==> src/rtl/tinker_fetch_if.sv <==
// Fetch unit bus bundle: instruction-memory request/response channel,
// decode-side instruction channel, and the redirect/halt controls.
interface tinker_fetch_if;
  // Instruction memory request channel
  logic        imem_req_valid;
  logic        imem_req_ready;
  logic [63:0] imem_req_addr;
  // Instruction memory response channel (in request order)
  logic        imem_resp_valid;
  logic [31:0] imem_resp_data;
  // Decode channel
  logic        inst_valid;
  logic        inst_ready;
  logic [31:0] instruction;
  logic [63:0] inst_pc;
  // Control from the core
  logic        redirect_valid;
  logic [63:0] redirect_pc;
  logic        halt;

  // The fetch unit itself
  modport master (
    output imem_req_valid, imem_req_addr, inst_valid, instruction, inst_pc,
    input  imem_req_ready, imem_resp_valid, imem_resp_data, inst_ready,
           redirect_valid, redirect_pc, halt
  );

  // Memory, decode and core side
  modport slave (
    input  imem_req_valid, imem_req_addr, inst_valid, instruction, inst_pc,
    output imem_req_ready, imem_resp_valid, imem_resp_data, inst_ready,
           redirect_valid, redirect_pc, halt
  );
endinterface

==> src/rtl/tinker_fetch_unit.sv <==
// Tinker instruction fetch stage. Issues sequential word reads, keeps the
// PC of every outstanding read in an in-order tag FIFO, buffers returned
// words in a small instruction queue, and hands them to decode one per
// cycle. A redirect flushes the queue and arms a drop counter so that
// responses to requests issued before the redirect are thrown away.
module tinker_fetch_unit #(
  parameter logic [63:0] RESET_PC    = 64'h2000,
  parameter int          QUEUE_DEPTH = 4
) (
  input  logic            clk,
  input  logic            reset,
  tinker_fetch_if.master  bus
);

  localparam int AW = $clog2(QUEUE_DEPTH);
  localparam int CW = AW + 1;
  localparam logic [AW-1:0] PTR_ONE = 1;
  localparam logic [CW-1:0] CNT_ONE = 1;

  // Architectural state
  logic [63:0]   r_pc;
  logic [CW-1:0] r_outstanding;
  logic [CW-1:0] r_drop_cnt;
  // Instruction queue
  logic [31:0]   r_q_data [QUEUE_DEPTH];
  logic [63:0]   r_q_pc   [QUEUE_DEPTH];
  logic [AW-1:0] r_q_rd;
  logic [AW-1:0] r_q_wr;
  logic [CW-1:0] r_q_count;
  // Request PC tags, one per outstanding read
  logic [63:0]   r_tag    [QUEUE_DEPTH];
  logic [AW-1:0] r_tag_rd;
  logic [AW-1:0] r_tag_wr;
  // Registered head of queue presented to decode
  logic [31:0]   r_instruction;
  logic [63:0]   r_inst_pc;

  logic          w_credit;
  logic          w_req_valid;
  logic          w_fire;
  logic          w_resp;
  logic          w_drop;
  logic          w_push;
  logic          w_pop;
  logic [63:0]   w_resp_pc;
  logic [AW-1:0] w_rd_next;
  logic [CW-1:0] w_count_after_pop;
  logic          w_head_load;
  logic [31:0]   w_head_data;
  logic [63:0]   w_head_pc;

  // A request may only issue while every in-flight word is guaranteed a queue slot.
  assign w_credit    = ({1'b0, r_outstanding} + {1'b0, r_q_count}) < (CW + 1)'(QUEUE_DEPTH);
  assign w_req_valid = !reset && !bus.halt && !bus.redirect_valid && w_credit;
  assign w_fire      = w_req_valid && bus.imem_req_ready;
  // A response with nothing outstanding is a protocol error and is ignored.
  assign w_resp      = bus.imem_resp_valid && (r_outstanding != '0);
  assign w_drop      = w_resp && (r_drop_cnt != '0);
  assign w_push      = w_resp && !w_drop && !bus.redirect_valid;
  assign w_pop       = (r_q_count != '0) && bus.inst_ready && !bus.redirect_valid;
  assign w_resp_pc   = r_tag[r_tag_rd];

  assign w_rd_next         = w_pop ? (r_q_rd + PTR_ONE) : r_q_rd;
  assign w_count_after_pop = w_pop ? (r_q_count - CNT_ONE) : r_q_count;

  // Choose what the head registers show after this edge: a word pushed into an
  // otherwise empty queue, or the entry that becomes the head after any pop.
  always_comb begin
    // NOTE: every always_comb output gets a default first so no path can infer a latch.
    w_head_load = 1'b0;
    w_head_data = r_q_data[w_rd_next];
    w_head_pc   = r_q_pc[w_rd_next];
    if (w_push && (w_count_after_pop == '0)) begin
      w_head_load = 1'b1;
      w_head_data = bus.imem_resp_data;
      w_head_pc   = w_resp_pc;
    end else if (w_count_after_pop != '0) begin
      w_head_load = 1'b1;
    end
  end

  // PC, credit counters, pointers, drop counter and head registers; redirect wins.
  always_ff @(posedge clk or posedge reset) begin
    // NOTE: sequential state uses non-blocking assignments so every register samples pre-edge values.
    if (reset) begin
      r_pc          <= RESET_PC;
      r_outstanding <= '0;
      r_drop_cnt    <= '0;
      r_q_rd        <= '0;
      r_q_wr        <= '0;
      r_q_count     <= '0;
      r_tag_rd      <= '0;
      r_tag_wr      <= '0;
      r_instruction <= '0;
      r_inst_pc     <= '0;
    end else begin
      r_outstanding <= r_outstanding + (w_fire ? CNT_ONE : '0) - (w_resp ? CNT_ONE : '0);
      if (w_fire) begin
        r_pc     <= r_pc + 64'd4;
        r_tag_wr <= r_tag_wr + PTR_ONE;
      end
      if (w_resp) begin
        r_tag_rd <= r_tag_rd + PTR_ONE;
      end
      if (bus.redirect_valid) begin
        r_pc       <= bus.redirect_pc & ~64'h3;
        r_drop_cnt <= r_outstanding - (w_resp ? CNT_ONE : '0);
        r_q_rd     <= r_q_wr;
        r_q_count  <= '0;
      end else begin
        if (w_drop) begin
          r_drop_cnt <= r_drop_cnt - CNT_ONE;
        end
        if (w_push) begin
          r_q_wr <= r_q_wr + PTR_ONE;
        end
        r_q_rd    <= w_rd_next;
        r_q_count <= w_count_after_pop + (w_push ? CNT_ONE : '0);
        if (w_head_load) begin
          r_instruction <= w_head_data;
          r_inst_pc     <= w_head_pc;
        end
      end
    end
  end

  // Tag and queue storage writes.
  always_ff @(posedge clk) begin
    // NOTE: storage arrays are not reset; pointers and counts alone decide which entries are live.
    if (w_fire) begin
      r_tag[r_tag_wr] <= r_pc;
    end
    if (w_push) begin
      r_q_data[r_q_wr] <= bus.imem_resp_data;
      r_q_pc[r_q_wr]   <= w_resp_pc;
    end
  end

  assign bus.imem_req_valid = w_req_valid;
  assign bus.imem_req_addr  = r_pc;
  assign bus.inst_valid     = (r_q_count != '0);
  assign bus.instruction    = r_instruction;
  assign bus.inst_pc        = r_inst_pc;

endmodule
==> src/flat_wrapper.sv <==
// flat-port wrapper written by rule: the top's interface ports become plain ports
module tinker_fetch_unit_flat 
#(
  parameter logic [63:0] RESET_PC    = 64'h2000,
  parameter int          QUEUE_DEPTH = 4
)
  (clk, reset, bus_imem_req_valid, bus_imem_req_addr, bus_inst_valid, bus_instruction, bus_inst_pc, bus_imem_req_ready, bus_imem_resp_valid, bus_imem_resp_data, bus_inst_ready, bus_redirect_valid, bus_redirect_pc, bus_halt);
  tinker_fetch_if bus_i ();
  input  logic clk;
  input  logic reset;
  output wire logic [$bits(bus_i.imem_req_valid)-1:0] bus_imem_req_valid;
  output wire logic [$bits(bus_i.imem_req_addr)-1:0] bus_imem_req_addr;
  output wire logic [$bits(bus_i.inst_valid)-1:0] bus_inst_valid;
  output wire logic [$bits(bus_i.instruction)-1:0] bus_instruction;
  output wire logic [$bits(bus_i.inst_pc)-1:0] bus_inst_pc;
  input wire logic [$bits(bus_i.imem_req_ready)-1:0] bus_imem_req_ready;
  input wire logic [$bits(bus_i.imem_resp_valid)-1:0] bus_imem_resp_valid;
  input wire logic [$bits(bus_i.imem_resp_data)-1:0] bus_imem_resp_data;
  input wire logic [$bits(bus_i.inst_ready)-1:0] bus_inst_ready;
  input wire logic [$bits(bus_i.redirect_valid)-1:0] bus_redirect_valid;
  input wire logic [$bits(bus_i.redirect_pc)-1:0] bus_redirect_pc;
  input wire logic [$bits(bus_i.halt)-1:0] bus_halt;
  assign bus_imem_req_valid = bus_i.imem_req_valid;
  assign bus_imem_req_addr = bus_i.imem_req_addr;
  assign bus_inst_valid = bus_i.inst_valid;
  assign bus_instruction = bus_i.instruction;
  assign bus_inst_pc = bus_i.inst_pc;
  assign bus_i.imem_req_ready = bus_imem_req_ready;
  assign bus_i.imem_resp_valid = bus_imem_resp_valid;
  assign bus_i.imem_resp_data = bus_imem_resp_data;
  assign bus_i.inst_ready = bus_inst_ready;
  assign bus_i.redirect_valid = bus_redirect_valid;
  assign bus_i.redirect_pc = bus_redirect_pc;
  assign bus_i.halt = bus_halt;
  tinker_fetch_unit #(.RESET_PC(RESET_PC), .QUEUE_DEPTH(QUEUE_DEPTH)) u_core (.clk(clk), .reset(reset), .bus(bus_i));
endmodule
==> config.mk <==
export PLATFORM = sky130hd
export DESIGN_NAME = tinker_fetch_unit_flat
export DESIGN_NICKNAME = d
export VERILOG_FILES = /design/src/rtl/tinker_fetch_if.sv /design/src/rtl/tinker_fetch_unit.sv /design/src/flat_wrapper.sv
export SDC_FILE = /design/constraint.sdc
export NUM_CORES = 1
export LEC_CHECK = 0
export BUFFER_PORTS_ARGS = -buffer_cell sky130_fd_sc_hd__buf_2
export CORE_MARGIN = 2
export CORE_UTILIZATION = 38
export CTS_CLUSTER_DIAMETER = 100
export DETAILED_ROUTE_END_ITERATION = 12
export PLACE_DENSITY_LB_ADDON = 0.2
export SLEW_MARGIN = 20
export SYNTH_ARGS = -nofsm -noshare
export SYNTH_HDL_FRONTEND = slang
export SYNTH_SLANG_ARGS = --single-unit
==> constraint.sdc <==
create_clock -name clk -period 9.3 [get_ports clk]
set_clock_uncertainty 0.1 [all_clocks]
set_input_delay 0.93 -clock clk [delete_from_list [all_inputs] [get_ports clk]]
set_output_delay 0.93 -clock clk [all_outputs]
set_load 0.03 [all_outputs]
== Yosys cells after proc, flatten, opt, wreduce, memory -nomap -nowiden ==
Memories as Yosys holds them, arrays and structs flattened.
Index checks and enable logic that the tools add are counted.
Operators by class
  muxes and demuxes: 19
  magnitude comparators: 1
  reductions and logical operators: 24
  add/subtract/negate cells: 12
  bitwise logic cells: 1
Operators with widths (number)
  $mux W64: 3
  $add A64 B3 Y64 const B: 1
  $mux W32: 1
  $mux W3: 4
  $reduce_bool A3 Y1: 4
  $logic_and A1 B1 Y1: 11
  $mux W1: 9
  $add A2 B1 Y2 const B: 4
  $add A3 B3 Y3: 2
  $sub A3 B1 Y3 const B: 2
  $sub A3 B3 Y3: 2
  $add A3 B3 Y4: 1
  $logic_not A1 Y1: 4
  $lt A4 B3 Y1 const B: 1
  $mux W2: 2
  $reduce_and A2 Y1: 2
  $reduce_bool A2 Y1: 2
  $logic_not A3 Y1: 1
  $not A1 Y1: 1
Word-level totals
  bits in registers: 177
  memories kept: 3
  word-level logic and storage cells: 70
  memory bits (writable): 640
  input port bits: 103
Memory list
  u_core.r_q_pc: words 4, width 64, rd ports 1, clocked after memory_dff 0, write ports 1, line tinker_fetch_unit.sv:26  | logic [63:0] r_q_pc [QUEUE_DEPTH];
  u_core.r_tag: words 4, width 64, rd ports 1, clocked after memory_dff 0, write ports 1, line tinker_fetch_unit.sv:31  | logic [63:0] r_tag [QUEUE_DEPTH];
  u_core.r_q_data: words 4, width 32, rd ports 1, clocked after memory_dff 0, write ports 1, line tinker_fetch_unit.sv:25  | logic [31:0] r_q_data [QUEUE_DEPTH];

== Logic depth before layout (Yosys ltp) ==
  depth after elaboration: 9
  depth in mapped cells: 14
  depth with buffers taken out: 11

== Least setup slack after synthesis ==
No wires, ideal clock.
  path kind: input port to flip-flop
  from: in bus_imem_resp_valid
  to: mem u_core.r_q_data[0][0], enable pin
  data arrival time: 3.829 ns
  stages on the path: 4
  path buffers: 1
  slack: 4.908 ns
  cell sequence: o31a_1 > and3_1 > clkbuf_1 > and2_1
On the way
  longest elaborated chain between the ends: 7
Ends and longest elaborated chain
  start: declaration: line flat_wrapper.sv:17  | input wire logic [$bits(bus_i.imem_resp_valid)-1:0] bus_imem_resp_valid;
  $logic_and A1 B1 Y1 *: line tinker_fetch_unit.sv:57  | assign w_resp = bus.imem_resp_valid && (r_outstanding != '0);
  $logic_and A1 B1 Y1: line tinker_fetch_unit.sv:58  | assign w_drop = w_resp && (r_drop_cnt != '0);
  $logic_not A1 Y1: line tinker_fetch_unit.sv:59  | assign w_push = w_resp && !w_drop && !bus.redirect_valid;
  $logic_and A1 B1 Y1 * (2 in series): line tinker_fetch_unit.sv:59
  $mux W1 *: line tinker_fetch_unit.sv:133  | if (w_push) begin
  $mux W1 (implied by the code) *: line tinker_fetch_unit.sv:134  | r_q_data[r_q_wr] <= bus.imem_resp_data;
  end: declaration: line tinker_fetch_unit.sv:25
Mark *: on every way between the ends. The rest lies on a longest branch, timed or not.

== Worst setup path in the final report ==
  from: reg u_core.r_q_count[0]
  to: reg u_core.r_q_count[2]
On the way
  longest elaborated chain between the ends: 6
  elaborated cells on any way between the ends: 7
  classes of those cells: add/sub: 2; mux: 2; reduce/logical: 3
Ends and longest elaborated chain
  start: declaration: line tinker_fetch_unit.sv:29  | logic [CW-1:0] r_q_count;
  start signal: assignment: line tinker_fetch_unit.sv:118  | r_q_count <= w_count_after_pop + (w_push ? CNT_ONE : '0);
  branches (longest 3 deep; another with $sub A3 B1 Y3)
  $mux W3 *: line tinker_fetch_unit.sv:64  | assign w_count_after_pop = w_pop ? (r_q_count - CNT_ONE) : r_q_count;
  $add A3 B3 Y3 *: line tinker_fetch_unit.sv:118
  $mux W3 *: line tinker_fetch_unit.sv:105  | if (bus.redirect_valid) begin
Every way passes the cells marked *.
A chain may end at the register's enable or synchronous reset.

==> impl_summary.md <==
Run status
The flow ran to the end, and the final reports show no timing, DRC or antenna violations.

Routing
The DRC marker count from the first detailed-route iteration is around 2600. The per-cell via count in the routed design is about 6.3. Wires add up to between 100 and 150 mm.

The via count is 24900. The iteration count of the initial detailed-routing pass is 5. The number of nets with antenna violations after routing is 0. The average wire length per cell after detail routing is between 20 and 30 um. For this run, design rule violations remaining after detail routing come to 0.

STA
The total negative slack for setup checks is 0 ps. The count of pins over their slew limit came to 0. The highest attainable clock frequency is 0.200 GHz. Setup repair after global routing left no endpoint under its margin. The number of hold violations in the final report is 0. The smallest clock period supported by the final layout is computed as between 5000 and 6000 ps.

The final critical path takes up between 50 and 60% of the cycle. In this run the tightest slew margin relative to its limit is about 23%. The setup-violating endpoint count in the final report is 0. For the pin with the worst max-slew slack, the measured transition is 1160 ps.

Pwr
Summed over all nets, the switching power comes to a little over 0.004 W. The post-layout total power is 0.0117 W. Of the total power, the share spent switching nets is a little over a third. The worst-case IR drop observed on VDD is between 150 and 200 uV. Dividing total power by cell area gives a power density of just under 300 nW/um^2. The share of total power dissipated in sequential elements is about 41%. The combinational power share is 28.8%.

The clock network is responsible for 30.7% of the overall power. The cell-internal power is around 0.0076 W. Summed over all cells, the static leakage comes to around 14 nW.

Synthesis
The proportion of synthesized area in mux cells is 6.84%. Among all flip-flop cells after synthesis, the most frequent one is edfxtp_1. The sequential-to-total area share from yosys stat is 65.8%.

By count the netlist is led by edfxtp_1, o21ai_0, dfrtp_1, clkbuf_1, nor2_1. The Yosys warning count is 0. Of all flip-flops after synthesis, the portion carrying an async set or reset was 21.7%.

Among all cell types in the netlist, the one instantiated most often is edfxtp_1. The compound-gate portion of the synthesized area is 17.1%. Counting flops and latches in the post-synthesis netlist gives approximately 800.

After synthesis, the largest family of logic cells by area is compound AO/OA/AOI/OAI gates. The summed instance area of the synthesized netlist is around 35000 um^2. The per-instance average area after synthesis is between 10 and 15 um^2. Synthesis produced a netlist whose cell count is 2548. The unique cell type count in the Yosys netlist is 63. In the post-synthesis netlist, the biggest area contributors are edfxtp_1, dfrtp_1, o21ai_0. The area fraction of the dominant cell type after synthesis is between 50% and 60%. Summing the areas of all fa, ha and maj instances in the mapped netlist gives less than 1% of the synthesized area.

The biggest area contributor in the post-synthesis netlist is edfxtp_1. The number of enable-type register cells in the synthesized netlist is about 620. The post-synthesis simple-gate area fraction is a little under 6%.

The post-synthesis share of cell area spent on xor and xnor gates is less than 1%.

Place
The count of input and output buffers is approximately 260. Once detailed placement completed, the half-perimeter wirelength came to 58.3 mm. The global placer's final weighted congestion is 0.841.

Floorplanning
The die outline width is just over 300 um. The initialized floorplan defines approximately 110 standard-cell rows. The die outline height is 308 um. The total core area is between 90000 and 100000 um^2.

The die area is about 95000 um^2. The starting density of the core is 38.3%. During I/O placement, the number of pins put on the boundary was between 200 and 300.

Layout
The antenna diode instance count is 0. The final-layout fill cell count is slightly above 8000. The net count of the finished layout is 2830. The combined flip-flop and latch cell area is ~23000 um^2. The fraction of final layout cells with drive strength greater than 1 is between 10% and 20%.

The area growth from synthesis to final layout is 15.1%. Summing all multi-input logic gate instances after layout gives 11000 um^2.

CTS
The number of hold buffers added after CTS was 0. CTS placed an instance of clkbuf_16 at the clock tree root. The worst-skew pair later-pin latency is between 600 and 700 ps. The CTS tree is done.

The clock passes through at most 3 buffers. The number of buffers added for setup after CTS is 0. The clock-pin transition on the worst setup and hold timing paths is ~60 ps. For this design, the sink count on the clock tree is ~800.

After clock tree synthesis, the repair step resized 0 gates. The number of buffers created by CTS is 91. CTS built an H-tree with a depth of 3.

Min path
The worst hold path terminates at u_core.bus.imem_req_addr[30]. The worst hold path belongs to the class input pin to flip-flop. The worst hold path was traced through 3 stages. The startpoint identified for the worst hold timing path is bus_redirect_pc[30].

Global route
Across every metal layer, demand over resource in global routing totals roughly 22%. The initial antenna violation count is 2. The first global-routing pass estimated ~160 mm of wire. Entering global routing, the biggest net connects 111 pins.

The remaining global-route overflow is 0. The number of global-route vias before repair is around 26000.

Worst setup path
The worst flop-to-flop path endpoint is u_core.r_q_count[2]. In this run the worst path has a maximum fanout of slightly above 50. The critical path launch point type is a flip-flop. For the worst setup path, the data required time is a little under 10000 ps. The largest single stage delay on the critical path is 770 ps.

Data arrives at the worst endpoint at between 5000 and 6000 ps. Among all stages on the critical path, the largest delay is contributed by buf_4. The worst setup path is of the flip-flop to flip-flop kind.

The cell type group with the largest total delay on the critical path is buffers and inverters. The reg-to-reg critical path startpoint is u_core.r_q_count[0]. The critical path contains buffers and inverters numbering 4 combined. The critical path goes through inv_1, ha_1, nor2b_4, inv_4, buf_4, nand2_4, buf_4, o21ai_0, ha_1, xor2_1, and3_1, nor3_1. The worst setup path is captured at a flip-flop. The setup slack on the worst flop-to-flop path is around 4300 ps. The worst-case reg-to-reg path depth is 12.

Run
Max-cap violations in this run came to 0.
[per-layer routing]
metal	vias up	GRT usage, %	share of wire (%)
li1	10700	-	-
met1	12700	30.0	42
met2	1211	35.3	47
met3	221	4.55	8.4
met4	4	9.09	2.9
met5	-	0	0.024
[worst min-delay path: stages]
cell	delay [ps]
buf_2	70
nand2_1	50
nand3_1	50
[worst max-delay path by stage]
stage	from	endpoint	slack, ps	cells past startpoint
after floorplan	reset	u_core.bus.imem_req_addr[10]	3580	1
after global placement	u_core.r_q_count[0]	u_core.r_q_count[2]	3760	12
after detailed placement	u_core.r_q_count[0]	u_core.r_q_count[2]	3750	12
after CTS	u_core.r_q_count[0]	u_core.r_q_count[2]	3730	12
after global routing	u_core.r_q_count[0]	u_core.r_q_count[2]	4100	13
final	u_core.r_q_count[0]	u_core.r_q_count[2]	4300	12
[cells in the final DEF (no fill, tap or decap), types with 22 or more instances in the layout]
cell,count
buf_2,258
nand2_1,69
buf_4,40
clkbuf_16,94
inv_1,22
o31ai_1,94
nand4_1,40
edfxtp_1,624
nand3_1,64
a31oi_1,104
a221oi_1,93
o211ai_1,111
dfrtp_1,168
o21ai_0,305
mux2i_1,98
mux4_2,62
a221o_1,102
nor2_1,117
[per-stage QoR]
step | setup slack [ps] | hold slack, ps | util [%] | instances | instance area, um^2
5_1_grt | 4100 | 372 | 44.1 | 3968 | 40400
4_1_cts | 3730 | 347 | 44.1 | 3967 | 40300
2_1_floorplan | 3580 | 403 | - | 2551 | 35100
3_5_place_dp | 3750 | 394 | 40.8 | 3797 | 37300
6_report | 4300 | 398 | 44.1 | 3968 | 40400
3_3_place_gp | 3760 | 391 | 40.8 | 3797 | 37300
[logic make-up after synthesis]
group,after synthesis
AO/OA/AOI/OAI,874
flip-flops,797
AND/OR/NAND/NOR,406
buffers and inverters,265
multiplexers,162
adder cells (fa/ha/maj),22
XOR/XNOR,21
other,1
[power groups by stage]
| stage | Clock [W] | Sequential, W | Combinational (W) |
|---|---|---|---|
| CTS | 0.00368 | 0.00476 | 0.00336 |
| finish | 0.00359 | 0.00475 | 0.00337 |
| detailed placement | 0 | 0.00483 | 0.00335 |
| global placement | 0 | 0.00482 | 0.00323 |
| global route | 0.00382 | 0.00480 | 0.00363 |
| floorplan | 0 | 0.00504 | 0.00194 |
[sequential cells by signal, summed over array words and instances, names as in the netlist]
name	count
u_core.r_q_count	3
u_core.r_tag	248
u_core.bus.instruction	32
u_core.bus.imem_req_addr	62
u_core.r_outstanding	3
u_core.r_tag_rd	2
u_core.r_q_data	128
u_core.r_drop_cnt	3
u_core.r_q_pc	248
u_core.bus.inst_pc	62
u_core.r_q_wr	2
u_core.r_q_rd	2
u_core.r_tag_wr	2
[cell type report]
cell class / count / share of cell area, %
sequential: 797 / 57.2
multi-input combinational: 1489 / 27.3
clock buffer: 124 / 6.33
timing repair buffer: 301 / 4.07
tap: 1186 / 3.67
clock inverter: 46 / 1.17
inverter: 25 / 0.263
Note: power is estimated with default switching activity, not from simulation.
